### config.mk
export PLATFORM = sky130hd
export DESIGN_NAME = stopwatch_ctrl
export DESIGN_NICKNAME = d
export VERILOG_FILES = /design/src/rtl/stopwatch_pkg.sv /design/src/rtl/stopwatch_ctrl_key_debounce.sv /design/src/rtl/stopwatch_ctrl.sv
export SDC_FILE = /design/constraint.sdc
export NUM_CORES = 1
export LEC_CHECK = 0
export CORE_MARGIN = 4
export CORE_UTILIZATION = 40
export DETAILED_ROUTE_END_ITERATION = 12
export PLACE_DENSITY = 0.61
export SLEW_MARGIN = 25
export SYNTH_ARGS = -nofsm -noshare
export SYNTH_HDL_FRONTEND = slang
export SYNTH_HIERARCHICAL = 1
export SYNTH_SLANG_ARGS = --single-unit
### constraint.sdc
create_clock -name clk -period 1.55 [get_ports clk]
set_input_delay 0.2325 -clock clk [delete_from_list [all_inputs] [get_ports clk]]
set_output_delay 0.2325 -clock clk [all_outputs]
set_load 0.02 [all_outputs]
### src/rtl/stopwatch_pkg.sv
`default_nettype none
// ============================================================================
//  Module      : stopwatch_pkg
//  Description : Shared state encoding and constants for the stopwatch control.
//  Revision    : 1.0 - initial release
// ============================================================================
package stopwatch_pkg;

    typedef enum logic [1:0] {
        ST_IDLE  = 2'b00,
        ST_RUN   = 2'b01,
        ST_PAUSE = 2'b10,
        ST_DONE  = 2'b11
    } sw_state_t;

    localparam int unsigned c_DEBOUNCE_CYCLES = 20;
    localparam int unsigned c_AT_MAX_COUNT    = 59999;
    localparam int unsigned c_DEBOUNCE_CNT_W  = 8;

endpackage
`default_nettype wire

### src/rtl/stopwatch_ctrl_key_debounce.sv
`default_nettype none
// ============================================================================
//  Module      : key_debounce
//  Description : Active-low key synchronizer, debouncer and press-pulse generator.
//  Revision    : 1.0 - initial release
// ============================================================================
module key_debounce
    import stopwatch_pkg::*;
#(
    parameter int unsigned DEBOUNCE_CYCLES = c_DEBOUNCE_CYCLES
) (
    input  logic clk,
    input  logic rst,
    input  logic key_n_i,
    output logic press_o
);

    localparam logic [c_DEBOUNCE_CNT_W-1:0] c_CNT_LAST =
        c_DEBOUNCE_CNT_W'(DEBOUNCE_CYCLES - 1);

    logic                        sync1_q;
    logic                        sync2_q;
    logic                        level_q;
    logic                        level_d;
    logic                        press_q;
    logic                        press_d;
    logic [c_DEBOUNCE_CNT_W-1:0] cnt_q;
    logic [c_DEBOUNCE_CNT_W-1:0] cnt_d;

    // Any sample that agrees with the accepted level restarts the count.
    always_comb begin
        level_d = level_q;
        cnt_d   = '0;
        press_d = 1'b0;
        if (sync2_q != level_q) begin
            if (cnt_q == c_CNT_LAST) begin
                level_d = sync2_q;
                press_d = ~sync2_q;
            end else begin
                cnt_d = cnt_q + 8'd1;
            end
        end
    end

    always_ff @(posedge clk) begin
        if (rst) begin
            sync1_q <= 1'b1;
            sync2_q <= 1'b1;
            level_q <= 1'b1;
            cnt_q   <= '0;
            press_q <= 1'b0;
        end else begin
            sync1_q <= key_n_i;
            sync2_q <= sync1_q;
            level_q <= level_d;
            cnt_q   <= cnt_d;
            press_q <= press_d;
        end
    end

    assign press_o = press_q;

endmodule
`default_nettype wire

### src/rtl/stopwatch_ctrl.sv
`default_nettype none
// ============================================================================
//  Module      : stopwatch_ctrl
//  Description : Start/stop/lap control FSM for the stopwatch counter.
//                Lap-freeze feature enabled by STOPWATCH_LAP_HOLD_EN.
//  Revision    : 1.0 - initial release
// ============================================================================
module stopwatch_ctrl
    import stopwatch_pkg::*;
#(
    parameter int unsigned DEBOUNCE_CYCLES = c_DEBOUNCE_CYCLES
) (
    input  logic       clk,
    input  logic       rst,
    input  logic       key_start_n,
    input  logic       key_lap_n,
    input  logic       at_max,
    output logic       enable,
    output logic       reset_counter,
    output logic       freeze,
    output logic [1:0] state
);

    sw_state_t state_q;
    sw_state_t state_d;
    logic      rstc_q;
    logic      rstc_d;
    logic      w_start_press;
    logic      w_lap_press;

    key_debounce #(
        .DEBOUNCE_CYCLES (DEBOUNCE_CYCLES)
    ) u_key_start (
        .clk     (clk),
        .rst     (rst),
        .key_n_i (key_start_n),
        .press_o (w_start_press)
    );

    key_debounce #(
        .DEBOUNCE_CYCLES (DEBOUNCE_CYCLES)
    ) u_key_lap (
        .clk     (clk),
        .rst     (rst),
        .key_n_i (key_lap_n),
        .press_o (w_lap_press)
    );

    // Lap doubles as clear everywhere except RUN, where it only affects freeze.
    always_comb begin
        state_d = state_q;
        rstc_d  = 1'b0;
        case (state_q)
            ST_IDLE: begin
                if (w_lap_press) begin
                    rstc_d = 1'b1;
                end else if (w_start_press) begin
                    state_d = ST_RUN;
                end
            end
            ST_RUN: begin
                if (at_max) begin
                    state_d = ST_DONE;
                end else if (w_start_press) begin
                    state_d = ST_PAUSE;
                end
            end
            ST_PAUSE: begin
                if (w_lap_press) begin
                    state_d = ST_IDLE;
                    rstc_d  = 1'b1;
                end else if (w_start_press) begin
                    state_d = ST_RUN;
                end
            end
            ST_DONE: begin
                if (w_lap_press) begin
                    state_d = ST_IDLE;
                    rstc_d  = 1'b1;
                end
            end
        endcase
    end

    always_ff @(posedge clk) begin
        if (rst) begin
            state_q <= ST_IDLE;
            rstc_q  <= 1'b0;
        end else begin
            state_q <= state_d;
            rstc_q  <= rstc_d;
        end
    end

`ifdef STOPWATCH_LAP_HOLD_EN
    logic freeze_q;
    logic freeze_d;

    // Freeze only survives in RUN and PAUSE; leaving for DONE/IDLE drops it.
    always_comb begin
        freeze_d = freeze_q;
        case (state_q)
            ST_RUN: begin
                if (at_max) begin
                    freeze_d = 1'b0;
                end else if (!w_start_press && w_lap_press) begin
                    freeze_d = ~freeze_q;
                end
            end
            ST_PAUSE: begin
                if (w_lap_press) begin
                    freeze_d = 1'b0;
                end
            end
            default: begin
                freeze_d = 1'b0;
            end
        endcase
    end

    always_ff @(posedge clk) begin
        if (rst) begin
            freeze_q <= 1'b0;
        end else begin
            freeze_q <= freeze_d;
        end
    end

    assign freeze = freeze_q;
`else
    assign freeze = 1'b0;
`endif

    assign enable        = (state_q == ST_RUN);
    assign reset_counter = rstc_q;
    assign state         = state_q;

endmodule
`default_nettype wire

==> impl_metrics.csv, run 1 <==
group,metric,value,unit
cells_and_area,diodes,0,
cts,cts_buffer_depth,2,
worst_setup_path,path_buf_inv,0,
die,dieArea,3750,µm²
die,ios,10,
drt,drt-initial-drc-count,68,
global_routing,grt_pass1_wl,3.27,mm
cells_and_area,syn2layout_area_growth,12.7,%
cts,cts_buffers,3,
die,start_util,0.415,
drt,vias,823,
yosys,async_flop_share,0,
timing,finClkSkew,2.22,ps
placed_design,gp_congestion,0.760,
outcome,outcome,"finished, final reports clean",
pwr,leakage,0.456,nW
cts,h-tree-depth,1,
worst_setup_path,cp-start-kind,"flip-flop",
cts,cts_sinks,27,
timing,min_period_over_period,0.885,
drt,ant_nets,0,
yosys,postSynthCellCount,113,
global_routing,grt_max_degree,17,
run,drv_cap,0,
cells_and_area,layout_common_cells,"dfxtp_1 (27), o21ai_0 (9), inv_1 (7), a21oi_1 (7)",
cts,cts_setup_buffers,0,
timing,setup_viol,0,
worst_setup_path,path_class,"flip-flop to flip-flop",
yosys,yosys_warnings,6,
drt,wl_per_cell,11.6,µm
worst_setup_path,crit_arrival,1640,ps
yosys,synth_area_per_cell,10.0,µm²
timing,finalCriticalPeriod,1370,ps
worst_setup_path,crit_path_end_kind,"flip-flop",
global_routing,antenna_found_initial,0,
pwr,powerDensity,814,nW/µm²
cells_and_area,fin_util,0.468,
cells_and_area,multi_input_area,561,µm²
global_routing,grt_pass1_vias,786,
drt,wl,1.80,mm
cells_and_area,final.fill_count,269,
worst_setup_path,critPathTopFamily,"simple AND/OR/NAND/NOR gates",
cts,cts_tree,"yes",
worst_setup_path,critPathMaxStageDelay,420,ps
placed_design,placed_cells,152,
drt,dr.pass1.iters,4,
cells_and_area,fin_nets,133,
cells_and_area,final_cells,156,
timing,max_freq,729,MHz
cells_and_area,layout_commonest_cell,"dfxtp_1",
yosys,syn_nets,120,
yosys,synthDistinctLibCells,29,
cts,cts_root_buf,"clkbuf_4",
yosys,ys_ff_latch,27,
cells_and_area,area.sequential,541,µm²
global_routing,track_usage,0.117,
cts,ctsHoldBuffers,0,
drt,vias_per_cell,5.28,
die,coreArea,2730,µm²
pwr,vdd_drop_max,0.665,mV
timing,drv_slew,0,
worst_setup_path,crit_path_max_fanout,4,
timing,hold_violations,0,
worst_setup_path,cp_slowest_cell,"dfxtp_1",
timing,rsz0062_at_grt,"false",
yosys,synthFlopType,"dfxtp_1",
global_routing,overflow,0,
worst_setup_path,crit_path_cell_trace,"ha_1 > nand3_1 > or3_1 > a21oi_1",
cells_and_area,drive_gt1_frac,0.184,
worst_hold_path,hp-class,"flip-flop to flip-flop",
timing,fin_setup_tns,0,ps
cts,path_clk_slew,140,ps
yosys,synth_edf_count,0,
yosys,syn_area,1130,µm²
placed_design,dpl.hpwl,1.40,mm
die,rows,19,
die,dieWidth,61.3,µm
die,fp.dieH,61.3,µm
cts,insertion_delay,320,ps
drt,drc,0,
yosys,ys_seq_area_frac,0.476,
worst_setup_path,crit_required,1810,ps
placed_design,port_buffers,8,
cts,cts-resized-gates,3,
power breakdown:
group / leakage (nW) / internal (mW) / total (mW) / switching [mW]
Clock: 0.0139 / 0.0987 / 0.305 / 0.206
Sequential: 0.219 / 0.701 / 0.704 / 0.00338
Combinational: 0.224 / 0.0172 / 0.0323 / 0.0150
Total: 0.456 / 0.817 / 1.04 / 0.225
final timing paths:
path                                            from  slack, ps  depth (start not counted)              endpoint
worst max-delay path            u_key_start/cnt_q[0]        180                          4  u_key_start/cnt_q[6]
worst min-delay path             u_key_start/sync1_q        430                          1   u_key_start/sync2_q
worst max register to register  u_key_start/cnt_q[0]        180                          4  u_key_start/cnt_q[6]
worst min register to register   u_key_start/sync1_q        430                          1   u_key_start/sync2_q
final cells by class:
class / count / share of cell area
Clock buffer: 3 / 0.0176
Clock inverter: 1 / 0.00587
Inverter: 7 / 0.0205
Multi-Input combinational cell: 78 / 0.438
Sequential cell: 27 / 0.423
Tap cell: 31 / 0.0303
Timing Repair Buffer: 9 / 0.0646
routing by layer:
metal	global-route usage	vias up	wire (µm)
met2	0.192	6	889
li1	-	426	-
met4	0.0495	0	25
met5	0	-	0
met1	0.133	387	829
met3	0.0482	4	59
cell families after synthesis:
group / count (synthesis) / share of synthesized area
flops: 27 / 0.476
xor+xnor: 6 / 0.0463
fa+ha+maj: 2 / 0.0220
buf+inv: 8 / 0.0298
other cells: 1 / 0.00330
simple gates: 45 / 0.280
compound gates: 24 / 0.142
through the flow:
step,total power [mW],hold WS [ps],cell area (µm²),worst slack (ps)
global placement,0.751,402,1250,163
finish,1.04,432,1280,178
global route,1.11,423,1280,35.9
floorplan,0.736,309,1130,313
CTS,1.06,431,1280,32.4
detailed placement,0.751,403,1250,136
cells in the mapped netlist, types with 3 or more instances:
master	n	area [µm²]
nand3_1	6	30.0
nor3_1	4	20.0
a21oi_1	7	35.0
nor3b_1	3	22.5
or3_1	6	37.5
xor2_1	4	35.0
nand2_1	4	15.0
inv_1	7	26.3
dfxtp_1	27	541
or2_2	4	25.0
o21ai_0	9	45.0
nand2b_1	4	25.0
flip-flops by register name (all words and copies together), names as in the netlist:
| signal | flops |
|---|---|
| u_key_lap/cnt_q | 8 |
| u_key_start/cnt_q | 8 |
| u_key_start/sync1_q | 1 |
| u_key_lap/sync1_q | 1 |
| u_key_start/level_q | 1 |
| state | 2 |
| u_key_lap/press_o | 1 |
| reset_counter | 1 |
| u_key_lap/sync2_q | 1 |
| u_key_start/sync2_q | 1 |
| u_key_lap/level_q | 1 |
| u_key_start/press_o | 1 |
(Power assumes the default switching activity.)
==> run 2, diff against run 1 <==
- CTS_CLUSTER_DIAMETER: not set -> 100
==> results of run 2 <==
Final layout, timing and power as in run 1 (identical DEF).
